## config.mk

```make
export PLATFORM = sky130hd
export DESIGN_NAME = regfile_wb_arbiter
export DESIGN_NICKNAME = d
export VERILOG_FILES = /design/src/rtl/regfile_wb_arbiter.sv
export SDC_FILE = /design/constraint.sdc
export NUM_CORES = 1
export LEC_CHECK = 0
export ABC_AREA = 1
export CORE_MARGIN = 1.5
export CORE_UTILIZATION = 42
export CTS_BUF_LIST = sky130_fd_sc_hd__clkbuf_4
export CTS_CLUSTER_DIAMETER = 80
export DETAILED_ROUTE_END_ITERATION = 10
export GPL_TIMING_DRIVEN = 1
export PLACE_DENSITY = 0.95
export SYNTH_ARGS = -nofsm -noshare
export SYNTH_HDL_FRONTEND = slang
export SYNTH_SLANG_ARGS = --single-unit
export TNS_END_PERCENT = 20
```

## constraint.sdc

```tcl
create_clock -name clk -period 2.68 [get_ports clk]
set_input_delay 0.402 -clock clk [delete_from_list [all_inputs] [get_ports clk]]
set_output_delay 0.402 -clock clk [all_outputs]
set_load 0.005 [all_outputs]
```

## src/rtl/regfile_wb_arbiter.sv

```systemverilog
// Register-file write-port owner: arbitrates ALU/MEM writeback and sequences the IRQ link save.
// Build option: define WB_ROUND_ROBIN_EN for round-robin ALU/MEM arbitration (default: MEM > ALU).
module regfile_wb_arbiter #(
  parameter int DATA_W   = 32,
  parameter int ADDR_W   = 5,
  parameter int LINK_REG = 31,
  parameter int PC_INC   = 4
) (
  input  logic              clk,
  input  logic              reset,
  input  logic              alu_valid,
  input  logic [ADDR_W-1:0] alu_addr,
  input  logic [DATA_W-1:0] alu_data,
  output logic              alu_ready,
  input  logic              mem_valid,
  input  logic [ADDR_W-1:0] mem_addr,
  input  logic [DATA_W-1:0] mem_data,
  output logic              mem_ready,
  input  logic              IRQ,
  input  logic [DATA_W-1:0] PC,
  output logic              irq_ack,
  output logic              WrC,
  output logic [ADDR_W-1:0] AddrC,
  output logic [DATA_W-1:0] WriteDataC
);

  typedef enum logic {RUN, HOLD} state_t;

  state_t state, state_nxt;

  logic              irq_take_p0;
  logic              alu_gnt_p0;
  logic              mem_gnt_p0;
  logic [ADDR_W-1:0] sel_addr_p0;
  logic [DATA_W-1:0] sel_data_p0;
  logic              vld_p0;

  logic              vld_p1;
  logic              ack_p1;
  logic [ADDR_W-1:0] addr_p1;
  logic [DATA_W-1:0] data_p1;

  // Supervisor bit passes through; the increment wraps inside the low field.
  function automatic logic [DATA_W-1:0] link_value(input logic [DATA_W-1:0] pc);
    logic [DATA_W-2:0] low;
    low = pc[DATA_W-2:0] + (DATA_W-1)'(PC_INC);
    return {pc[DATA_W-1], low};
  endfunction

  assign irq_take_p0 = (state == RUN) && IRQ && !PC[DATA_W-1];

`ifdef WB_ROUND_ROBIN_EN
  localparam logic PORT_ALU = 1'b0;
  localparam logic PORT_MEM = 1'b1;

  logic rr_ptr;

  always_comb begin
    alu_gnt_p0 = 1'b0;
    mem_gnt_p0 = 1'b0;
    if (!irq_take_p0) begin
      if (alu_valid && mem_valid) begin
        mem_gnt_p0 = (rr_ptr == PORT_MEM);
        alu_gnt_p0 = (rr_ptr == PORT_ALU);
      end else begin
        alu_gnt_p0 = alu_valid;
        mem_gnt_p0 = mem_valid;
      end
    end
  end

  // Preference always moves to the port that was not just served.
  always_ff @(posedge clk) begin
    if (reset) begin
      rr_ptr <= PORT_MEM;
    end else if (alu_gnt_p0) begin
      rr_ptr <= PORT_MEM;
    end else if (mem_gnt_p0) begin
      rr_ptr <= PORT_ALU;
    end
  end
`else
  always_comb begin
    alu_gnt_p0 = 1'b0;
    mem_gnt_p0 = 1'b0;
    if (!irq_take_p0) begin
      mem_gnt_p0 = mem_valid;
      alu_gnt_p0 = alu_valid && !mem_valid;
    end
  end
`endif

  assign alu_ready = alu_gnt_p0;
  assign mem_ready = mem_gnt_p0;

  always_comb begin
    sel_addr_p0 = '0;
    sel_data_p0 = '0;
    vld_p0      = 1'b0;
    if (irq_take_p0) begin
      sel_addr_p0 = ADDR_W'(LINK_REG);
      sel_data_p0 = link_value(PC);
      vld_p0      = 1'b1;
    end else if (mem_gnt_p0) begin
      sel_addr_p0 = mem_addr;
      sel_data_p0 = mem_data;
      vld_p0      = (mem_addr != '0);
    end else if (alu_gnt_p0) begin
      sel_addr_p0 = alu_addr;
      sel_data_p0 = alu_data;
      vld_p0      = (alu_addr != '0);
    end
  end

  always_comb begin
    state_nxt = state;
    case (state)
      RUN:     if (irq_take_p0) state_nxt = HOLD;
      HOLD:    if (!IRQ || PC[DATA_W-1]) state_nxt = RUN;
      default: state_nxt = RUN;
    endcase
  end

  always_ff @(posedge clk) begin
    if (reset) begin
      state <= RUN;
    end else begin
      state <= state_nxt;
    end
  end

  // ---- stage p0 -> p1: register-file write port ----
  always_ff @(posedge clk) begin
    if (reset) begin
      vld_p1  <= 1'b0;
      ack_p1  <= 1'b0;
      addr_p1 <= '0;
      data_p1 <= '0;
    end else begin
      vld_p1  <= vld_p0;
      ack_p1  <= irq_take_p0;
      addr_p1 <= sel_addr_p0;
      data_p1 <= sel_data_p0;
    end
  end

  assign WrC        = vld_p1;
  assign irq_ack    = ack_p1;
  assign AddrC      = addr_p1;
  assign WriteDataC = data_p1;

endmodule

```

Word-level counts from Yosys, hierarchy flattened
Cells that the tools add are included.

cells by class
  add/sub/neg operators = 1
  muxes and demuxes = 14
  bitwise gates (word level) = 1
  reduce and logical (&&, ||, !) cells = 9

operators with widths
  operator                                                          count
  32-bit two-way mux                                                3
  31-bit by 3-bit adder with 31-bit output (second input constant)  1
  5-bit two-way mux                                                 3
  5-bit nonzero test                                                2
  1-bit two-way mux                                                 7
  1-bit logical AND                                                 3
  1-bit zero test                                                   3
  1-bit one-hot mux with 2 select lines                             1
  1-bit logical OR                                                  1
  1-bit NOT                                                         1

storage, ports and cells
  flip-flop bits (word level) = 40
  bits of input ports = 111
  output and inout port bits = 41
  word-level logic and storage cells = 30

Depth between registers and ports, before layout
Gate-level depths: netlist of the first run.

  depth in word-level cells = 7
  gate-level depth with buffers = 10
  depth with buffers taken out = 10

Least setup slack after synthesis of the first run
No wires, ideal clock.

  path kind = input to output
  start point = in IRQ
  end point = out mem_ready
  arrival time = 959 ps
  required time = 2,278 ps
  setup slack = 1,319 ps
  cell stages on the path = 6
  buffers on the path = 1
  path through = inv_2 -> nor2_2 -> nand2_4 -> nand2_1 -> inv_2 -> buf_2

on the way
  cells in the longest elaborated chain, start to end = 3

RTL lines
  item                            line  RTL
  from (decl)                     19    input logic IRQ,
  1-bit logical AND (2 in a row)  50    assign irq_take_p0 = (state == RUN) && IRQ && !PC[DATA_W-1];
  1-bit two-way mux               86    if (!irq_take_p0) begin
  to (decl)                       18    output logic mem_ready,

No other way between the ends.

Final worst setup path of the first run
Ends and elaborated chain as after synthesis.

==> flow_summary.ini, run 1 <==
[worst_setup_path]
r2r_end = WriteDataC[14]$_SDFF_PP0_
critPathMaxFanout = 16
start_kind = primary input
crit_type = primary input to primary output
crit_path_end_kind = primary output
worstPathArrival_ns = 1.88
rrSetupSlack_ns = 1.17
reg2reg_depth = 9
rr_startpoint = state$_SDFF_PP0_
crit_required_ns = 2.28

[timing]
final.period_utilization_pct = 85.1
fmax_ghz = 0.439
finClkSkew_ns = 0.00764
slew_violations = 0
rsz0062_at_grt = no
tns_ns = 0
finalSetupViolCount = 0
slew_headroom_pct = 66.2
tightest_slew_ns = 0.503
hold_violations = 0
finalCriticalPeriod_ns = 2.28
fin_ws_ns = 0.401

[floorplanning]
start_util_pct = 43.4
core_area_mm2 = 0.00589
ios = 152
die_h_um = 81.0
rows = 28
dieArea_mm2 = 0.00656
die_w_um = 81.0

[yosys]
synthCells = 416
synth_edf_count = 0
synthMuxAreaShare_pct = 0
yosysWarnings = 0
synth_top_cell_area_share_pct = 31.4
synthTopCellsByCount = nand2_1 (152), inv_1 (42), dfxtp_1 (40), nor2_1 (33), nand3_1 (24)
avgSynthCellArea_um2 = 6.14
synth_compound_area_share_pct = 13.4
synth_top_family_by_area = simple AND/OR/NAND/NOR gates
synth-async-reset-ratio_pct = 0
synth_cell_types = 34
ys_ff_latch = 40
synth.most_common_cell = nand2_1
synth_fa_ha_area_share_pct = 0.490
yosys.area_share.xor_xnor_pct = 3.09
seq_area_frac_synth_pct = 31.4
syn_nets = 528
synth_area_leaders = dfxtp_1 (31%), nand2_1 (22%), inv_1 (6.2%), nor2_1 (4.9%), nand3_1 (4.7%)
synth_flop_cell = dfxtp_1
yosysTopAreaCell = dfxtp_1
synth_simple_gate_area_share_pct = 41.6
synth_area_mm2 = 0.00255

[routing]
drtAntennaViolNets = 0
vias_per_cell = 5.06
first_pass_iters = 5
vias = 3257
totalWireLength_mm = 8.89
wire_per_inst_um = 13.8
drtIter0Drc = 137
drc = 0

[grt]
grt_max_degree = 28
grt_overflow = 0
grt_pass1_vias = 3117
grt_use_total_pct = 27.4
antenna_found_initial = 0
grt_pass1_wl_mm = 13.9

[clock_network]
cts_htree_levels = 2
cts_tree = built
clk_latency_ns = 0.35
postCtsHoldBufs = 0
root_buffer = clkbuf_4
cts_resized = 0
clockBufferDepth = 2
cts.sinks = 40
cts_buffers = 5
clkTransAtPathRegs_ns = 0.12
post-cts-setup-buffer-count = 0

[layout]
antenna_cells = 0
nNetsFinal = 680
area_growth_pct = 64.0
drive_above_1_share_pct = 7.73
final_area_mm2 = 0.00419
nFillCells = 522

[pwr]
p_total_uw = 1420
p_leak_uw = 0.00181
powerDensity_mw_per_mm2 = 340
peakVddDrop_mv = 0.259

[placed_design]
port_buffers = 151
hpwl_mm = 7.22
dpl_cell_area_mm2 = 0.00414
gp_congestion = 0.970
dp_slack_ns = 0.426

[run_status]
status = finished, final reports clean

[hold_path]
min_to = WriteDataC[2]$_SDFF_PP0_
hold_depth = 3
min_path_type = primary input to flop
hold_path_startpoint = alu_data[2]

[job]
maxCapViolations = 0
## critical path: stages
cell             delay, ns
clkdlybuf4s50_1       0.50
inv_2                 0.05
nor2_2                0.12
nand2_4               0.15
nand2_1               0.15
inv_2                 0.07
clkdlybuf4s50_1       0.44
## metrics by stage
stage                     std cells  util, %  hold slack [ns]
after floorplan                 416        -            0.479
final                           644     71.2            0.616
after CTS                       644     71.2            0.603
after detailed placement        636     70.3            0.708
after global placement          636     70.3            0.657
after global routing            644     71.2            0.610
## power breakdown
part	total (uW)	internal (uW)	switching [uW]
Sequential	649	637	12.0
Combinational	473	279	194
Clock	300	96.6	203
## layout by cell type (no fill, tap or decap), drive strengths merged
cell type	Yosys	layout
nand2	158	158
clkdlybuf4s50	0	151
inv	50	50
nor2	49	49
dfxtp	40	40
nand3	26	26
o21ai	24	24
a21oi	17	17
a31oi	8	8
xnor2	5	5
clkbuf	5	5
buf	6	5
clkinv	2	5
xor2	4	4
nor3	4	4
nand4	3	3
o21bai	3	3
a22oi	3	3
a22o	2	2
nand3b	2	2
a31o	1	1
o22ai	1	1
or2	1	1
a221oi	1	1
ha	1	1
## cell type report
type / count / area [um^2] / share of cell area [%]
inverter: 52 / 198 / 4.72
clock inverter: 3 / 13.8 / 0.329
clock buffer: 5 / 37.5 / 0.896
timing repair buffer: 156 / 1550 / 37.0
multi-input combinational: 313 / 1500 / 35.7
tap: 75 / 93.8 / 2.24
sequential: 40 / 801 / 19.1
## how the worst max path moves through the flow
stage / start / endpoint / slack [ns] / cells past startpoint
final: IRQ / mem_ready / 0.40 / 7
after global routing: IRQ / mem_ready / 0.31 / 7
after CTS: mem_valid / mem_ready / 0.42 / 5
after detailed placement: mem_valid / mem_ready / 0.43 / 5
after global placement: PC[31] / mem_ready / 0.45 / 6
after floorplan: IRQ / mem_ready / 1.32 / 6
## per-layer routing
metal  track usage (%)  share of wire [%]
met1              29.0                 36
met2              51.2                 50
met4              8.45                2.5
met3              8.54                 11
met5                 0                  0
## registers in the layout, indices dropped and copies added, names as in the netlist
register    flops
AddrC           5
WriteDataC     32
state           1
WrC             1
irq_ack         1
## kinds of logic after synthesis
group | Yosys count
compound gates | 60
buf+inv | 63
fa+ha+maj | 1
xor+xnor | 9
flops | 40
simple gates | 243
No activity file was read; power rests on OpenSTA's default activity.
==> inputs of run 2 (changes only) <==
==> constraint.sdc (replaced) <==
create_clock -name clk -period 2.68 [get_ports clk]
set_input_delay 0.402 -clock clk [delete_from_list [all_inputs] [get_ports clk]]
set_output_delay 0.402 -clock clk [all_outputs]
set_load 0.01 [all_outputs]
==> run 2 against run 1 <==
Compared with the run above:
- core utilization up 0.40 points
- total power up 7.7%
- first-iteration DRC count up 3.6%
- cell area up 0.57%
- setup slack worse by 0.067 ns
- global-route usage up 0.15 points
- flip-flop and latch count unchanged
- via count down 1.2%
==> flow_summary.ini, run 2 (synthesis results as in run 1) <==
[grt]
grt_pass1_wl_mm = 14.1
grt_max_degree = 28
grt_use_total_pct = 27.5
grt_pass1_vias = 3219
antenna_found_initial = 0
grt_overflow = 0

[worst_setup_path]
start_kind = primary input
cpMostUsedCell = clkdlybuf4s50_1
worstPathArrival_ns = 1.94
crit_family = buffers and inverters
path_cells = clkdlybuf4s50_1 > nor2_4 > nand2_2 > inv_4 > clkdlybuf4s50_1
crit_path_end_kind = primary output
crit_required_ns = 2.28
critPathMaxFanout = 9
critPathBufInv = 3
slowest_delay_ns = 0.52
slowest_stage = clkdlybuf4s50_1
crit_type = primary input to primary output

[clock_network]
clockBufferDepth = 2
cts.sinks = 40
clk_latency_ns = 0.35
cts_tree = built
post-cts-setup-buffer-count = 0
clkTransAtPathRegs_ns = 0.12
postCtsHoldBufs = 0
cts_htree_levels = 2
cts_buffers = 5
cts_resized = 0
root_buffer = clkbuf_4

[placed_design]
dpl_cell_area_mm2 = 0.00414
port_buffers = 151
gp_congestion = 0.987
hpwl_mm = 7.10

[floorplanning]
rows = 28
die_h_um = 81.0
die_w_um = 81.0
ios = 152
start_util_pct = 43.4
dieArea_mm2 = 0.00656
core_area_mm2 = 0.00589

[layout]
area.sequential_um2 = 801
multiInputGateArea_mm2 = 0.00150
area_growth_pct = 64.9
final_area_mm2 = 0.00421
final_core_util_pct = 71.6
final_cell_mix = nand2_1 (152), clkdlybuf4s50_1 (151), inv_1 (42)
antenna_cells = 0
final_common_cell = nand2_1
drive_above_1_share_pct = 7.56
nNetsFinal = 680
largest_reg_flops = 32
nFillCells = 506

[timing]
final.period_utilization_pct = 87.6
tightest_slew_ns = 0.508
rsz0062_at_grt = no
finalCriticalPeriod_ns = 2.35
finClkSkew_ns = 0.00652
fmax_ghz = 0.426
slew_headroom_pct = 65.9
finalSetupViolCount = 0
tns_ns = 0
hold_violations = 0
slew_violations = 0

[pwr]
p_leak_uw = 0.00182
powerDensity_mw_per_mm2 = 364
p_total_uw = 1530
peakVddDrop_mv = 0.277

[routing]
totalWireLength_mm = 8.75
drtIter0Drc = 142
vias = 3218
drtAntennaViolNets = 0
drc = 0
first_pass_iters = 5
vias_per_cell = 5.00
wire_per_inst_um = 13.6

[hold_path]
min_path_type = primary input to flop

[job]
maxCapViolations = 0

[run_status]
status = finished, final reports clean
## run 2: stage by stage
step	hold WS (ns)	setup WS, ns	std cells
finish	0.596	0.333	644
global route	0.612	0.239	644
CTS	0.586	0.341	644
detailed placement	0.674	0.348	636
global placement	0.662	0.386	636
floorplan	0.479	1.31	416
## run 2: tightest hold or removal path: cells and delay by family
kind                   cells  cell delay (ns)
buffers and inverters      2             0.47
AND/OR/NAND/NOR            1             0.04
## run 2: final timing paths
| check | from | endpoint | slack, ns | cells past startpoint |
|---|---|---|---|---|
| max | mem_valid | alu_ready | 0.33 | 5 |
| min | IRQ | state$_SDFF_PP0_ | 0.60 | 3 |
| max reg2reg | state$_SDFF_PP0_ | WriteDataC[18]$_SDFF_PP0_ | 1.22 | 9 |
| min reg2reg | state$_SDFF_PP0_ | WrC$_SDFF_PP0_ | 0.69 | 3 |
## run 2: power breakdown
| part | internal [uW] | total (uW) | leakage, uW | switching, uW |
|---|---|---|---|---|
| Combinational | 279 | 489 | 0.00144 | 209 |
| Sequential | 637 | 649 | 0.000331 | 11.3 |
| Clock | 191 | 395 | 0.0000403 | 204 |
## run 2: area by class of cell
cell class | instances | area share, %
Timing Repair Buffer | 156 | 36.8
Inverter | 52 | 4.69
Clock inverter | 3 | 0.891
Multi-Input combinational cell | 313 | 35.5
Tap cell | 75 | 2.23
Sequential cell | 40 | 19.0
Clock buffer | 5 | 0.891
## run 2: routing by layer
| layer | wire [um] | vias up | part of all wire [%] | track usage [%] |
|---|---|---|---|---|
| li1 | - | 1618 | - | - |
| met1 | 3350 | 1454 | 38 | 29.6 |
| met2 | 4470 | 129 | 51 | 51.8 |
| met3 | 750 | 17 | 8.6 | 7.75 |
| met4 | 175 | 0 | 2.0 | 8.10 |
| met5 | 0 | - | 0 | 0 |
==> inputs of run 3 (changes only) <==
--- a/config.mk
+++ b/config.mk
@@ -7,12 +7,13 @@
 export LEC_CHECK = 0
 export ABC_AREA = 1
 export CORE_MARGIN = 1.5
-export CORE_UTILIZATION = 42
+export CORE_UTILIZATION = 41
 export CTS_BUF_LIST = sky130_fd_sc_hd__clkbuf_4
 export CTS_CLUSTER_DIAMETER = 80
 export DETAILED_ROUTE_END_ITERATION = 10
 export GPL_TIMING_DRIVEN = 1
 export PLACE_DENSITY = 0.95
+export SLEW_MARGIN = 20
 export SYNTH_ARGS = -nofsm -noshare
 export SYNTH_HDL_FRONTEND = slang
 export SYNTH_SLANG_ARGS = --single-unit
==> run 3 against run 2 <==
Compared with the run above:
- clock power rose by 2%
- sequential share of layout area did not move
- sequential power barely moved
- critical path type unchanged
- largest cell class unchanged
- critical path depth rose by 1
- via count rose by 0.81%
==> flow_summary.ini, run 3 (synthesis results as in run 1) <==
[worst_setup_path]
rr_startpoint = state$_SDFF_PP0_
start_kind = primary input
crit_path_end_kind = primary output
crit_required_ns = 2.28
rrSetupSlack_ns = 1.20
r2r_end = AddrC[3]$_SDFF_PP0_
crit_type = primary input to primary output
worstPathArrival_ns = 1.90
critPathMaxFanout = 16
reg2reg_depth = 9

[timing]
slew_headroom_pct = 62.1
hold_violations = 0
finClkSkew_ns = 0.00853
finalCriticalPeriod_ns = 2.30
slew_violations = 0
rsz0062_at_grt = no
tightest_slew_ns = 0.566
tns_ns = 0
fmax_ghz = 0.434
final.period_utilization_pct = 85.9
finalSetupViolCount = 0

[layout]
antenna_cells = 0
multiInputGateArea_mm2 = 0.00150
nNetsFinal = 680
nFillCells = 496
largest_reg_flops = 32
final_common_cell = nand2_1
drive_above_1_share_pct = 7.56
final_cell_mix = nand2_1 (152), clkdlybuf4s50_1 (151), inv_1 (42)
area.sequential_um2 = 801
area_growth_pct = 64.9

[placed_design]
gp_congestion = 0.981
hpwl_mm = 7.46
port_buffers = 151

[pwr]
p_comb_share_pct = 31.9
pwr-share-clk_pct = 26.1
p_leak_uw = 0.00182
p_int_uw = 1110
powerDensity_mw_per_mm2 = 368
switching_share_pct = 28.5
p_total_uw = 1550
power_frac_seq_pct = 42.0
p_switching_uw = 441
peakVddDrop_mv = 0.209

[grt]
grt_pass1_wl_mm = 14.5
grt_max_degree = 28
grt_use_total_pct = 28.5
antenna_found_initial = 0
grt_pass1_vias = 3174
grt_overflow = 0

[hold_path]
hold_depth = 3
min_to = WriteDataC[31]$_SDFF_PP0_
hold_path_startpoint = mem_data[31]
min_path_type = primary input to flop

[clock_network]
root_buffer = clkbuf_4
cts_resized = 0
post-cts-setup-buffer-count = 0
cts_buffers = 5
cts.sinks = 40
cts_tree = built
clkTransAtPathRegs_ns = 0.13
cts_htree_levels = 2
postCtsHoldBufs = 0
clockBufferDepth = 2
clk_latency_ns = 0.36

[routing]
drtIter0Drc = 156
totalWireLength_mm = 9.34
drtAntennaViolNets = 0
wire_per_inst_um = 14.5
first_pass_iters = 5
drc = 0
vias_per_cell = 5.04
vias = 3244

[floorplanning]
ios = 152
die_h_um = 81.9
dieArea_mm2 = 0.00671
start_util_pct = 42.9
die_w_um = 81.9
rows = 28
core_area_mm2 = 0.00596

[run_status]
status = finished, final reports clean

[job]
maxCapViolations = 0
==> run 3: cell counts in the layout (fill, tap and decap cells not counted) <==
No cell type changed its count.
==> run 3: how the worst max path moves through the flow <==
stage	from	endpoint	depth (start not counted)
floorplan	IRQ	mem_ready	6
global placement	PC[31]	mem_ready	6
detailed placement	PC[31]	mem_ready	6
CTS	PC[31]	mem_ready	6
global route	PC[31]	mem_ready	6
finish	PC[31]	mem_ready	6
==> run 3: power by group through the flow <==
stage	combinational (uW)	clock [uW]	sequential, uW
6_report	494	404	650
5_1_grt	536	434	654
4_1_cts	494	405	650
3_5_place_dp	492	0	664
3_3_place_gp	480	0	663
2_1_floorplan	161	0	684
==> run 3: worst max-delay path, cell delays in order <==
cell and delay [ns]:
clkdlybuf4s50_1 0.50, nor2_2 0.06, nand2_4 0.17, nand2_1 0.13, inv_2 0.08, clkdlybuf4s50_1 0.54
==> run 3: layer usage <==
metal	share of wire, %	GRT usage (%)
met1	39	31.7
met2	51	53.4
met3	8.5	6.22
met4	1.7	8.47
met5	0	0
==> run 3: cell type report <==
cell class / instances / area share [%]
tap: 75 / 2.23
clock buffer: 5 / 0.891
inverter: 52 / 4.69
timing repair buffer: 156 / 36.8
multi-input combinational: 313 / 35.5
clock inverter: 3 / 0.891
sequential: 40 / 19.0
==> run 3: through the flow <==
step           std cells  area (um^2)  hold slack [ns]  util [%]  setup WS (ns)
3_3_place_gp         636         4140            0.673      69.5          0.426
3_5_place_dp         636         4140            0.695      69.5          0.378
4_1_cts              644         4210            0.606      70.7          0.379
6_report             644         4210            0.602      70.7          0.377
5_1_grt              644         4210            0.613      70.7          0.324
2_1_floorplan        416         2550            0.479         -           1.31
